==> config.mk <==
export PLATFORM = sky130hd
export DESIGN_NAME = wreg_load_ctrl
export DESIGN_NICKNAME = d
export VERILOG_FILES = /design/src/rtl/wreg_ctrl_pkg.sv /design/src/rtl/wreg_load_ctrl.sv
export SDC_FILE = /design/constraint.sdc
export NUM_CORES = 1
export LEC_CHECK = 0
export ABC_AREA = 1
export BUFFER_PORTS_ARGS = -buffer_cell sky130_fd_sc_hd__buf_2
export CAP_MARGIN = 5
export CORE_AREA = 2 2 51 53
export DETAILED_ROUTE_END_ITERATION = 10
export DIE_AREA = 0 0 53 55
export PLACE_DENSITY_LB_ADDON = 0.2
export SETUP_SLACK_MARGIN = 0.1
export SYNTH_ARGS = -nofsm -noshare
export SYNTH_HDL_FRONTEND = slang
export SYNTH_SLANG_ARGS = --single-unit
==> constraint.sdc <==
create_clock -name clk -period 2.8 [get_ports clk]
set_input_delay 0 -clock clk [delete_from_list [all_inputs] [get_ports clk]]
set_output_delay 0 -clock clk [all_outputs]
set_load 0.01 [all_outputs]
==> src/rtl/wreg_ctrl_pkg.sv <==
// ----------------------------------------------------------------------------
// wreg_ctrl_pkg
// Shared types and constants for the systolic-array weight-load controller.
//   wreg_ctrl_state_t : controller FSM states (IDLE, CLEAR, LOAD, HOLD)
//   STALL_CNT_W       : width of the optional stall counter
// ----------------------------------------------------------------------------
package wreg_ctrl_pkg;

    typedef enum logic [1:0] {
        ST_IDLE,
        ST_CLEAR,
        ST_LOAD,
        ST_HOLD
    } wreg_ctrl_state_t;

    localparam int STALL_CNT_W = 16;

endpackage : wreg_ctrl_pkg

==> src/rtl/wreg_load_ctrl.sv <==
// ----------------------------------------------------------------------------
// wreg_load_ctrl
// Sequences weight loading into one systolic-array column whose weight
// registers form a shift chain with shared enable / clear / data. A (re)load
// clears the column for one cycle, then shifts in ROWS beats taken from a
// valid/ready source. The set is flagged stable (o_loaded) and held until
// compute releases it or a new load is requested.
//
// Ports:
//   clk, rst_n        clock, asynchronous active-low reset
//   i_start           request a (re)load of the column
//   i_abort           abandon the current operation and clear the column
//   i_release         compute has finished with the loaded weights
//   i_w_valid/i_w_data, o_w_ready   weight beat handshake (signed data)
//   o_wreg_en         shift enable to the weight-register chain
//   o_wreg_clr        synchronous clear to the weight-register chain
//   o_wreg_data       data into the head of the chain
//   o_row_idx         beats accepted in the current load
//   o_busy            controller is clearing or loading
//   o_loaded          column holds a complete, stable weight set
//
// Build option:
//   WREG_LOAD_CTRL_PERF_EN  adds o_stall_cnt, a saturating count of LOAD
//                           cycles where the controller was ready but no
//                           beat was offered; cleared on entering CLEAR.
// ----------------------------------------------------------------------------
module wreg_load_ctrl
    import wreg_ctrl_pkg::*;
#(
    parameter int WIDTH = 16,
    parameter int ROWS  = 8,
    parameter int IDX_W = $clog2(ROWS + 1)
) (
    input  logic                    clk,
    input  logic                    rst_n,
    input  logic                    i_start,
    input  logic                    i_abort,
    input  logic                    i_release,
    input  logic                    i_w_valid,
    input  logic signed [WIDTH-1:0] i_w_data,
    output logic                    o_w_ready,
    output logic                    o_wreg_en,
    output logic                    o_wreg_clr,
    output logic signed [WIDTH-1:0] o_wreg_data,
    output logic [IDX_W-1:0]        o_row_idx,
    output logic                    o_busy,
    output logic                    o_loaded
`ifdef WREG_LOAD_CTRL_PERF_EN
    ,
    output logic [STALL_CNT_W-1:0]  o_stall_cnt
`endif
);

    localparam logic [IDX_W-1:0] ROWS_IDX = IDX_W'(ROWS);
    localparam logic [IDX_W-1:0] LAST_IDX = IDX_W'(ROWS - 1);

    wreg_ctrl_state_t        state_q, state_d;
    logic [IDX_W-1:0]        row_idx_q, row_idx_d;
    logic                    wreg_en_q, wreg_en_d;
    logic                    wreg_clr_q, wreg_clr_d;
    logic signed [WIDTH-1:0] wreg_data_q, wreg_data_d;
    logic                    loaded_q, loaded_d;

    logic w_ready;
    logic accept;

    // Ready is withheld during an abort so a beat offered in that cycle is
    // never consumed by the source and then silently dropped here.
    assign w_ready = (state_q == ST_LOAD) && (row_idx_q < ROWS_IDX) && !i_abort;
    assign accept  = w_ready && i_w_valid;

    // NOTE: every combinational output gets a default first, so no path
    // through the case/if tree can leave it unassigned and infer a latch.
    always_comb begin
        state_d = state_q;
        case (state_q)
            ST_IDLE:  if (i_start) state_d = ST_CLEAR;
            ST_CLEAR: state_d = ST_LOAD;
            ST_LOAD:  if (accept && (row_idx_q == LAST_IDX)) state_d = ST_HOLD;
            ST_HOLD: begin
                // A new load outranks a release arriving in the same cycle.
                if (i_start)        state_d = ST_CLEAR;
                else if (i_release) state_d = ST_IDLE;
            end
            default:  state_d = ST_IDLE;
        endcase
        if (i_abort) state_d = ST_IDLE;

        row_idx_d = row_idx_q;
        if (i_abort || (state_d == ST_CLEAR)) row_idx_d = '0;
        else if (accept)                      row_idx_d = row_idx_q + IDX_W'(1);

        // Output register stage: a beat accepted now shifts next cycle.
        wreg_en_d   = accept;
        wreg_data_d = accept ? i_w_data : wreg_data_q;

        // Clear is pulsed for the CLEAR cycle and for the cycle after an
        // abort. Neither can coincide with an accept, so en and clr stay
        // mutually exclusive.
        wreg_clr_d = i_abort || (state_d == ST_CLEAR);

        // Stable only once HOLD has lasted past its entry cycle, i.e. after
        // the final shift has landed in the chain.
        loaded_d = (state_q == ST_HOLD) && (state_d == ST_HOLD);
    end

    // NOTE: sequential state uses non-blocking assignments only, so every
    // flop samples the pre-edge values regardless of statement order.
    always_ff @(posedge clk or negedge rst_n) begin
        if (!rst_n) begin
            state_q     <= ST_IDLE;
            row_idx_q   <= '0;
            wreg_en_q   <= 1'b0;
            wreg_clr_q  <= 1'b0;
            wreg_data_q <= '0;
            loaded_q    <= 1'b0;
        end else begin
            state_q     <= state_d;
            row_idx_q   <= row_idx_d;
            wreg_en_q   <= wreg_en_d;
            wreg_clr_q  <= wreg_clr_d;
            wreg_data_q <= wreg_data_d;
            loaded_q    <= loaded_d;
        end
    end

`ifdef WREG_LOAD_CTRL_PERF_EN
    logic [STALL_CNT_W-1:0] stall_cnt_q, stall_cnt_d;

    always_comb begin
        stall_cnt_d = stall_cnt_q;
        if (state_d == ST_CLEAR)
            stall_cnt_d = '0;
        else if (w_ready && !i_w_valid && (stall_cnt_q != '1))
            stall_cnt_d = stall_cnt_q + STALL_CNT_W'(1);
    end

    always_ff @(posedge clk or negedge rst_n) begin
        if (!rst_n) stall_cnt_q <= '0;
        else        stall_cnt_q <= stall_cnt_d;
    end

    assign o_stall_cnt = stall_cnt_q;
`endif

    assign o_w_ready   = w_ready;
    assign o_wreg_en   = wreg_en_q;
    assign o_wreg_clr  = wreg_clr_q;
    assign o_wreg_data = wreg_data_q;
    assign o_row_idx   = row_idx_q;
    assign o_busy      = (state_q == ST_CLEAR) || (state_q == ST_LOAD);
    assign o_loaded    = loaded_q;

endmodule : wreg_load_ctrl

After elaboration in Yosys (flattened, before gate mapping)
Index checks and enable logic that the tools add are counted.
{"block": "classes", "addsub": 1, "n_lt_le_gt_ge": 1, "n_eq_ne": 6, "n_mux": 8, "n_reduce_logical": 10}
{"cell": "$mux W2", "count": 5}
{"cell": "$mux W4", "count": 2}
{"cell": "$pmux W2 S4", "count": 1}
{"cell": "$eq A2 B2 Y1 const B", "count": 3}
{"cell": "$logic_and A1 B1 Y1", "count": 5}
{"cell": "$add A4 B1 Y4 const B", "count": 1}
{"cell": "$eq A2 B1 Y1 const B", "count": 2}
{"cell": "$eq A4 B3 Y1 const B", "count": 1}
{"cell": "$lt A4 B4 Y1 const B", "count": 1}
{"cell": "$logic_not A2 Y1", "count": 1}
{"cell": "$logic_or A1 B1 Y1", "count": 2}
{"cell": "$reduce_bool A2 Y1", "count": 1}
{"cell": "$logic_not A1 Y1", "count": 1}
{"block": "word_totals", "regBits": 25, "inputBits": 22, "word_cells": 32}

Longest topological paths before layout
Gate-level depths: netlist of run 1.
{"block": "logic_depth", "ltp_word": 11, "depth_mapped": 11, "mapped_depth_nobuf": 11}

Worst setup path after synthesis of run 1
Ideal clock, no wire load.
{"block": "synth_timing", "kind": "register to register", "startpoint": "register state_q[0]", "endpoint": "register row_idx_q[3] (netlist: o_row_idx[3])", "arrival_time_ps": 1335, "path_slack_ps": 1342, "path_stages_with_launch": 12, "path_buffers": 0, "synth_period_minus_slack_ps": 1458, "cell_sequence": "dfrtp_1 inv_1 ha_1 nand3_2 nor2_4 nand2_1 nand2_1 nand2_1 nand2_1 nand3_1 nand2_2 nor2_1"}
{"block": "synth_via", "elab_chain_len": 11, "elab_cells_between_ends": 18, "cone_classes": "eq/ne: 4; mux: 7; reduce/logical: 7"}
{"item": "from (decl)", "line": "wreg_load_ctrl.sv:57", "rtl": "wreg_ctrl_state_t state_q, state_d;"}
{"item": "from (signal assigned)", "line": "wreg_load_ctrl.sv:118", "rtl": "state_q <= state_d;"}
{"item": "$eq A2 B2 Y1", "line": "wreg_load_ctrl.sv:69, wreg_load_ctrl.sv:76"}
{"item": "$logic_and A1 B1 Y1 (2 in series)", "line": "wreg_load_ctrl.sv:69", "rtl": "assign w_ready = (state_q == ST_LOAD) && (row_idx_q < ROWS_IDX) && !i_abort;"}
{"item": "$logic_and A1 B1 Y1", "line": "wreg_load_ctrl.sv:70", "rtl": "assign accept = w_ready && i_w_valid;"}
{"item": "$logic_and A1 B1 Y1", "line": "wreg_load_ctrl.sv:79", "rtl": "ST_LOAD: if (accept && (row_idx_q == LAST_IDX)) state_d = ST_HOLD;"}
{"item": "$mux W2", "line": "wreg_load_ctrl.sv:79"}
{"item": "$pmux W2 S4 (*)", "line": "wreg_load_ctrl.sv:76", "rtl": "case (state_q)"}
{"item": "$mux W2 (*)", "line": "wreg_load_ctrl.sv:87", "rtl": "if (i_abort) state_d = ST_IDLE;"}
{"item": "$eq A2 B1 Y1 (*)"}
{"item": "$logic_or A1 B1 Y1 (*)"}
{"item": "net wreg_clr_d", "line": "wreg_load_ctrl.sv:60", "rtl": "logic wreg_clr_q, wreg_clr_d;"}
{"item": "$mux W4 or $reduce_bool A2 Y1 (tied branches)"}
{"item": "to (signal assigned)", "line": "wreg_load_ctrl.sv:119", "rtl": "row_idx_q <= row_idx_d;"}
{"item": "to (decl)", "line": "wreg_load_ctrl.sv:58", "rtl": "logic [IDX_W-1:0] row_idx_q, row_idx_d;"}
The timed path passes the listed nets; every way through them passes the cells marked *.
A chain may end at the register's enable or synchronous reset.

Worst setup path in the final report of run 1
Ends and elaborated chain as after synthesis.

==> results.cfg, run 1 <==
[detailed_routing]
postRouteAntennaNets = 0
vias = 989
viasPerCell = 4.45
drt_iter0_markers = 14
wl_mm = 2.44
drt_first_pass_iters = 4
wl_per_cell_um = 11.0
remaining_drc_errors = 0

[pwr]
pwr-share-clk_pct = 14.3
p_per_area_nw_per_um2 = 734
switching_power_mw = 0.420
total_leakage_power_nw = 0.893
p_int_mw = 0.730
p_sw_share_pct = 36.5
pwr-share-comb_pct = 37.6
ir_drop_v = 0.000535
p_seq_share_pct = 48.1

[cells_and_area]
multi_input_area_um2 = 409
register_area_um2 = 626
layout.filler_cells = 197
area_delta_synth_final_pct = 41.7
drive_gt1_share_pct = 29.7
final_cells = 222
fin_nets = 220
antennaDiodeCount = 0

[setup_path]
cp_max_fo = 23
required_ns = 3.02
start_kind = flop
r2r_setup_slack_ns = 0.86
r2r_start = state_q[0]
crit_path_end_kind = flop
rr_worst_depth = 11
criticalPathCategory = reg2reg
critPathArrivalTime_ns = 2.16
r2r-end = o_row_idx[3]

[clock_network]
cts.htree.levels = 1
clock_latency_ns = 0.31
cts_buffers = 3
clk_pin_slew_ns = 0.14
cts_tree = yes
post_cts_buffers = 0
clock_sink_count = 25
clk_path_buf_depth = 2
cts-root-buf = clkbuf_4

[synth]
synthTopCellsByArea = dfrtp_1, nand2_1, ha_1, inv_1, nor2_1
ys_seq_elements = 25
ys_seq_area_share_pct = 56.6
synth.top_cell.area_share_pct = 56.6
synthTopCellsByCount = nand2_1, dfrtp_1, inv_1, nor2_1, ha_1
synth_edf_count = 0
synthesis.nets = 154
synthFlopType = dfrtp_1
ys_types = 19
synth_area_um2 = 1100
avgSynthCellArea_um2 = 8.70
yosysTopAreaCell = dfrtp_1
synthArstFlopShare_pct = 100
synth.most_common_cell = nand2_1
postSynthCellCount = 127
yosys_warnings = 0

[grt]
grt_pass1_vias = 871
grt_antenna_before_repair = 0
grt-ovfl-total = 0
grt_pass1_wl_mm = 3.77
grt_util_all_layers_pct = 18.0
grt_max_degree = 26

[sta]
fin_tns_setup_ns = 0
clock.fmax_mhz = 517
period_minus_slack_ns = 1.94
timing_hold_violations_final = 0
maxSlewViolCount = 0
post-route-period-util_pct = 69.1
max_slew_margin_pct = 64.4
setup_viol = 0
skew_ns = 0.00229
worst_slew_pin_slew_ns = 0.534
rsz0062_at_grt = false

[floorplanning]
core_um2 = 2360
die_h_um = 55
die-area_um2 = 2920
start_util_pct = 46.7
row_count = 18
dieWidth_um = 53
io_pins = 47

[min_path]
hold_path_end = o_wreg_en
hold_class = in2reg
hold_path_depth = 3
hp-start = i_w_valid

[placed_design]
io_buffers = 46
place.gp.congestion = 0.825
hpwlAfterDp_mm = 1.64
dp.cells = 200

[run_status]
status = finished clean

[run]
drv_cap = 0
power by group through the flow:
stage / Combinational, mW / Sequential (mW) / Clock (mW)
after floorplan: 0.169 / 0.624 / 0
after global placement: 0.405 / 0.558 / 0
after detailed placement: 0.417 / 0.561 / 0
after CTS: 0.437 / 0.553 / 0.174
after global routing: 0.493 / 0.568 / 0.185
final: 0.432 / 0.552 / 0.165
stage by stage:
| step | cell area, um^2 | total power, mW | util, % | hold WS, ns | setup WS (ns) |
|---|---|---|---|---|---|
| after global placement | 1360 | 0.963 | 57.3 | 0.0149 | 0.936 |
| after floorplan | 1100 | 0.792 | - | -0.296 | 1.34 |
| after CTS | 1570 | 1.16 | 66.2 | 0.0143 | 0.857 |
| after global routing | 1570 | 1.25 | 66.2 | 0.0359 | 0.669 |
| after detailed placement | 1360 | 0.978 | 57.3 | 0.0187 | 0.866 |
| final | 1570 | 1.15 | 66.2 | 0.0280 | 0.865 |
what timing repair did:
action,4_1_cts,5_1_grt
endpoints found under the setup margin,0,0
hold endpoints to repair,46,0
gates resized for setup,0,0
hold buffers,18,0
layout by cell type, fill, tap and decap left out:
| cell | n |
|---|---|
| inv_2 | 3 |
| nand3_1 | 1 |
| a41oi_1 | 1 |
| clkinvlp_4 | 1 |
| ha_1 | 5 |
| nor2_1 | 7 |
| nor3_2 | 1 |
| nand2_1 | 60 |
| a21oi_1 | 2 |
| dlygate4sd3_1 | 18 |
| nand3_2 | 1 |
| dfrtp_1 | 25 |
| nand2_2 | 1 |
| inv_1 | 11 |
| buf_2 | 46 |
| nor2_4 | 1 |
| a31oi_1 | 1 |
| xor2_1 | 1 |
| o21ai_0 | 2 |
| xnor2_1 | 1 |
| clkbuf_4 | 3 |
logic make-up after synthesis:
kind of cell               share of synthesized area, %
DFF                                                56.6
and+or+nand+nor                                    26.6
AOI/OAI and AO/OA                                  3.17
buffers and inverters                              6.34
xor gates and xnor gates                           1.59
adders and majority gates                          5.66
cell type report:
class | count | share of cell area, %
clock buffers | 3 | 1.44
multi-input cells | 85 | 26.1
inverters | 14 | 3.36
flip-flops and latches | 25 | 40.0
well taps | 30 | 2.40
clock inverters | 1 | 0.480
repair buffers | 64 | 26.2
flip-flops by register name (all words and copies together), names as in the netlist:
signal and count:
o_loaded 1, o_row_idx 4, o_wreg_clr 1, o_wreg_data 16, o_wreg_en 1, state_q 2
critical path, cell delays in order, from the launching register on:
cell	delay, ns
dfrtp_1	0.40
inv_1	0.17
ha_1	0.22
nand3_2	0.11
nor2_4	0.40
nand2_1	0.09
nand2_1	0.08
nand2_1	0.05
nand2_1	0.07
nand3_1	0.09
nand2_2	0.12
nor2_1	0.05
routing by layer:
layer  wire length [um]  share of wire, %  track usage (%)
met3                140               5.7             2.69
met4                 12              0.49             7.69
met1               1060                44             21.8
met2               1220                50             32.3
met5                  0                 0                0
worst max-delay path by stage:
stage,startpoint,end,slack (ns),cells after the start
6_report,state_q[0],o_row_idx[3],0.86,11
5_1_grt,state_q[0],o_row_idx[3],0.67,11
4_1_cts,state_q[0],o_row_idx[3],0.86,11
3_5_place_dp,state_q[0],o_row_idx[3],0.87,11
3_3_place_gp,state_q[0],o_row_idx[3],0.94,11
2_1_floorplan,state_q[0],o_row_idx[3],1.34,11
Note: power is estimated with default switching activity, not from simulation.
==> inputs of run 2 (changes only) <==
- ABC_AREA: 1 -> 0
- CORE_AREA: 2 2 51 53 -> 2 2 55 57
- DIE_AREA: 0 0 53 55 -> 0 0 57 59
- clock period: 2.8 -> 1.75 ns (I/O delays scaled with it)
==> results.cfg, run 2 <==
[detailed_routing]
vias = 888
dr_wl_met3_um = 112
remaining_drc_errors = 0
drt_first_pass_iters = 2
viasPerCell = 4.77
postRouteAntennaNets = 0
wl_mm = 2.50
drt_iter0_markers = 19
top_layer_used = met4
wl_met1_mm = 1.09
wl_per_cell_um = 13.5
met2_length_mm = 1.27

[sta]
clock.fmax_mhz = 620
rsz0062_at_grt = true
maxSlewViolCount = 0
setup_viol = 0
post-route-period-util_pct = 92.1
period_minus_slack_ns = 1.61
fin_tns_setup_ns = 0
skew_ns = 0.00524
timing_hold_violations_final = 0
worst_slew_pin_slew_ns = 0.552
max_slew_margin_pct = 63.2
fin_hold_ws_ns = 0.181

[synth]
synthesis.nets = 106
synthArstFlopShare_pct = 100
synthTopCellsByCount = dfrtp_1, mux2_2, ha_1, a21oi_1, inv_1
ys_types = 28
yosysTopAreaCell = dfrtp_1
avgSynthCellArea_um2 = 14.3
ys_seq_elements = 25
postSynthCellCount = 79
synth.top_cell.area_share_pct = 55.6
synthTopCellsByArea = dfrtp_1, mux2_2, ha_1, a211oi_2, a211oi_4
synth_edf_count = 0
synthFlopType = dfrtp_1
ys_seq_area_share_pct = 55.6
synth_area_um2 = 1130
synth.most_common_cell = dfrtp_1
yosys_warnings = 0

[setup_path]
cp_max_fo = 4
start_kind = flop
rr_worst_depth = 6
r2r-end = o_loaded
required_ns = 2.01
criticalPathCategory = reg2reg
r2r_start = state_q[0]
crit_path_end_kind = flop
r2r_setup_slack_ns = 0.14
critPathArrivalTime_ns = 1.87

[cells_and_area]
drive_gt1_share_pct = 58.1
utilization_pct = 63.7
area_delta_synth_final_pct = 53.3
multi_input_area_um2 = 515
largest_reg_flops = 16
fin_nets = 183
mostFrequentLayoutCells = buf_2, dfrtp_1, dlygate4sd3_1, mux2_2, buf_4
final_cell_area_um2 = 1730
layout_commonest_cell = buf_2
layout.filler_cells = 224
register_area_um2 = 627
antennaDiodeCount = 0

[placed_design]
place.gp.congestion = 0.873
placed_cell_area_um2 = 1410
io_buffers = 46
hpwlAfterDp_mm = 1.69

[grt]
grt_max_degree = 26
grt_util_all_layers_pct = 15.2
grt_pass1_vias = 918
grt-ovfl-total = 0
grt_antenna_before_repair = 0
grt_pass1_wl_mm = 3.95

[clock_network]
cts-root-buf = clkbuf_4
clock_latency_ns = 0.32
clk_path_buf_depth = 2
cts_tree = yes
cts.htree.levels = 1
clk_pin_slew_ns = 0.14
cts_buffers = 3
clock_sink_count = 25

[pwr]
p_int_mw = 1.31
pwr-share-clk_pct = 13.5
p_per_area_nw_per_um2 = 1130
ir_drop_v = 0.00107
switching_power_mw = 0.640
total_leakage_power_nw = 0.849
p_seq_share_pct = 44.3
p_sw_share_pct = 32.7
p_total_mw = 1.95
pwr-share-comb_pct = 42.2

[min_path]
hold_class = in2async

[floorplanning]
core_um2 = 2710
die_h_um = 59
dieWidth_um = 57
start_util_pct = 41.6
row_count = 19
die-area_um2 = 3360
io_pins = 47

[run_status]
status = finished clean

[run]
drv_cap = 0
==> run 2: area by class of cell <==
class	instances	area share (%)
clock inverters	1	0.435
well taps	31	2.25
repair buffers	74	29.1
clock buffers	3	1.30
multi-input cells	49	29.9
flip-flops and latches	25	36.3
inverters	3	0.797
==> run 2: logic make-up (layout without fill, tap and decap cells) <==
family,after synthesis,in the layout,share of synthesized area [%]
AOI/OAI and AO/OA,11,11,9.00
buffers and inverters,5,81,2.67
adders and majority gates,5,5,5.56
muxes,18,18,17.8
and+or+nand+nor,13,13,7.89
DFF,25,25,55.6
xor gates and xnor gates,2,2,1.56
==> run 2: worst max-delay path, stage by stage, from the launching register on <==
cell	delay (ns)
dfrtp_1	0.38
buf_4	0.13
ha_2	0.21
nand2b_1	0.10
a2111oi_4	0.40
or2_4	0.19
and3_1	0.16
==> run 2: power groups by stage <==
stage          logic [mW]  registers, mW  clock network (mW)
6_report            0.824          0.866               0.264
4_1_cts             0.778          0.869               0.279
3_5_place_dp        0.697          0.884                   0
5_1_grt             0.892          0.893               0.302
2_1_floorplan       0.300          0.979                   0
3_3_place_gp        0.680          0.876                   0
==> run 2: what timing repair did <==
item                                    CTS  global route
endpoints found under the hold margin    42             0
setup buffers                             3             4
endpoints found under the setup margin   22            22
gates cloned                              0             0
resized for setup                         6             9
hold buffers                             18             0
pin swaps                                 0             6
==> run 2: metrics by stage <==
stage | setup slack [ns] | instances
after global placement | 0.0775 | 157
final | 0.138 | 186
after detailed placement | 0.0431 | 157
after CTS | 0.110 | 182
after floorplan | 0.129 | 79
after global routing | 0.0505 | 186
==> run 2: worst max-delay path by stage <==
| stage | startpoint | end |
|---|---|---|
| after CTS | state_q[0] | o_wreg_data[3] |
| after detailed placement | state_q[1] | o_wreg_clr |
| after global routing | state_q[0] | o_loaded |
| after floorplan | state_q[0] | o_wreg_data[10] |
| after global placement | state_q[1] | o_wreg_clr |
| final | state_q[0] | o_loaded |
==> run 2: per-layer routing <==
metal  vias to the layer above  track usage (%)
met5                         -                0
met4                         0             6.31
met3                         4             3.06
met2                        29             25.6
met1                       425             19.0
li1                        430                -
==> inputs of run 3 (changes only) <==
- CELL_PAD_IN_SITES_DETAIL_PLACEMENT: not set -> 1
- CELL_PAD_IN_SITES_GLOBAL_PLACEMENT: not set -> 1
- CORE_AREA: 2 2 55 57 -> 2 2 62 64
- DIE_AREA: 0 0 57 59 -> 0 0 64 66
==> results.cfg, run 3 (same netlist as run 2, synthesis figures left out) <==
[floorplanning]
die_h_um = 66
core_um2 = 3550
dieWidth_um = 64
start_util_pct = 31.7
row_count = 22
io_pins = 47
die-area_um2 = 4220

[sta]
setup_viol = 0
fin_tns_setup_ns = 0
timing_hold_violations_final = 0
clock.fmax_mhz = 613
post-route-period-util_pct = 93.3
maxSlewViolCount = 0
period_minus_slack_ns = 1.63
skew_ns = 0.00269
max_slew_margin_pct = 62.4
rsz0062_at_grt = true
worst_slew_pin_slew_ns = 0.564

[run]
drv_cap = 0

[cells_and_area]
drive_gt1_share_pct = 57.7
utilization_pct = 51.2
antennaDiodeCount = 0
area_delta_synth_final_pct = 61.6
largest_reg_flops = 16
register_area_um2 = 626
final_cells = 204
layout.filler_cells = 392
fin_nets = 184
multi_input_area_um2 = 557
mostFrequentLayoutCells = buf_2, dfrtp_1, dlygate4sd3_1, mux2_4, buf_4
layout_commonest_cell = buf_2

[setup_path]
critPathArrivalTime_ns = 1.84
start_kind = flop
required_ns = 1.96
r2r_setup_slack_ns = 0.12
criticalPathCategory = reg2reg
cp_max_fo = 8
rr_worst_depth = 5
crit_path_end_kind = flop

[pwr]
total_leakage_power_nw = 0.890
p_per_area_nw_per_um2 = 1130
ir_drop_v = 0.000699

[placed_design]
place.gp.congestion = 0.743
dp.cells = 175
hpwlAfterDp_mm = 2.00
io_buffers = 46

[grt]
grt_antenna_before_repair = 0
grt_pass1_vias = 1037
grt_max_degree = 26
grt_util_all_layers_pct = 14.7
grt-ovfl-total = 0
grt_pass1_wl_mm = 4.75

[clock_network]
cts.htree.levels = 1
clk_pin_slew_ns = 0.13
cts_buffers = 3
clock_latency_ns = 0.31
cts-root-buf = clkbuf_4
clock_sink_count = 25
clk_path_buf_depth = 2
cts_tree = yes

[detailed_routing]
remaining_drc_errors = 0
vias = 937
viasPerCell = 4.59
drt_first_pass_iters = 4
wl_per_cell_um = 15.8
wl_mm = 3.22
drt_iter0_markers = 30
postRouteAntennaNets = 0

[run_status]
status = finished clean

[min_path]
hold_class = in2reg
hold_path_depth = 4
## run 3: cell count changes in the layout (fill, tap and decap cells not counted), sizes merged
cell and change:
clkinvlp -1, clkbuf +2
## run 3: what timing repair did
item | in CTS | in global routing
hold buffers | 18 | 0
pin swaps | 1 | 4
setup endpoints to repair | 22 | 16
endpoints found under the hold margin | 42 | 0
gates resized for setup | 4 | 19
setup buffers | 2 | 4
gates cloned | 0 | 1
## run 3: routing by layer
layer  vias up  global-route usage [%]  share of wire [%]
met3         6                    2.21                3.2
met4         0                    4.35                1.5
met1       479                    15.3                 38
met5         -                       0                  0
li1        428                       -                  -
met2        24                    29.9                 57
## run 3: per-stage QoR
step           instance area [um^2]  hold slack (ns)  total power, mW  worst slack (ns)
2_1_floorplan                  1130           -0.296             1.28             0.129
6_report                       1820            0.195             2.05             0.118
4_1_cts                        1690            0.176             1.92            0.0881
3_5_place_dp                   1450           0.0305             1.61            0.0604
5_1_grt                        1820            0.209             2.18            0.0283
3_3_place_gp                   1450          0.00978             1.57             0.121
## run 3: path summary, 6_finish.rpt
kind | start | endpoint
max | state_q[0] | o_wreg_data[5]
min | i_release | state_q[0]
max reg2reg | state_q[0] | o_wreg_data[5]
min reg2reg | o_wreg_data[1] | o_wreg_data[1]
max in group asynchronous | rst_n | o_row_idx[3]
min in group asynchronous | rst_n | o_wreg_data[1]
## run 3: worst max-delay path, stage by stage, from the launching register on
cell,delay [ns]
dfrtp_1,0.43
inv_2,0.13
ha_4,0.15
and4bb_4,0.33
buf_12,0.16
mux2_2,0.33
## run 3: where the power goes
part	internal [mW]	switching, mW	leakage [nW]
Clock	0.0889	0.167	0.0150
Combinational	0.513	0.396	0.555
Sequential	0.774	0.111	0.320
Total	1.38	0.675	0.890
## run 3: cell type report
cell class	count	share of cell area, %
clock buffer	4	1.44
inverter	3	0.619
multi-input combinational	49	30.6
sequential	25	34.4
tap	48	3.30
timing repair buffer	75	29.6
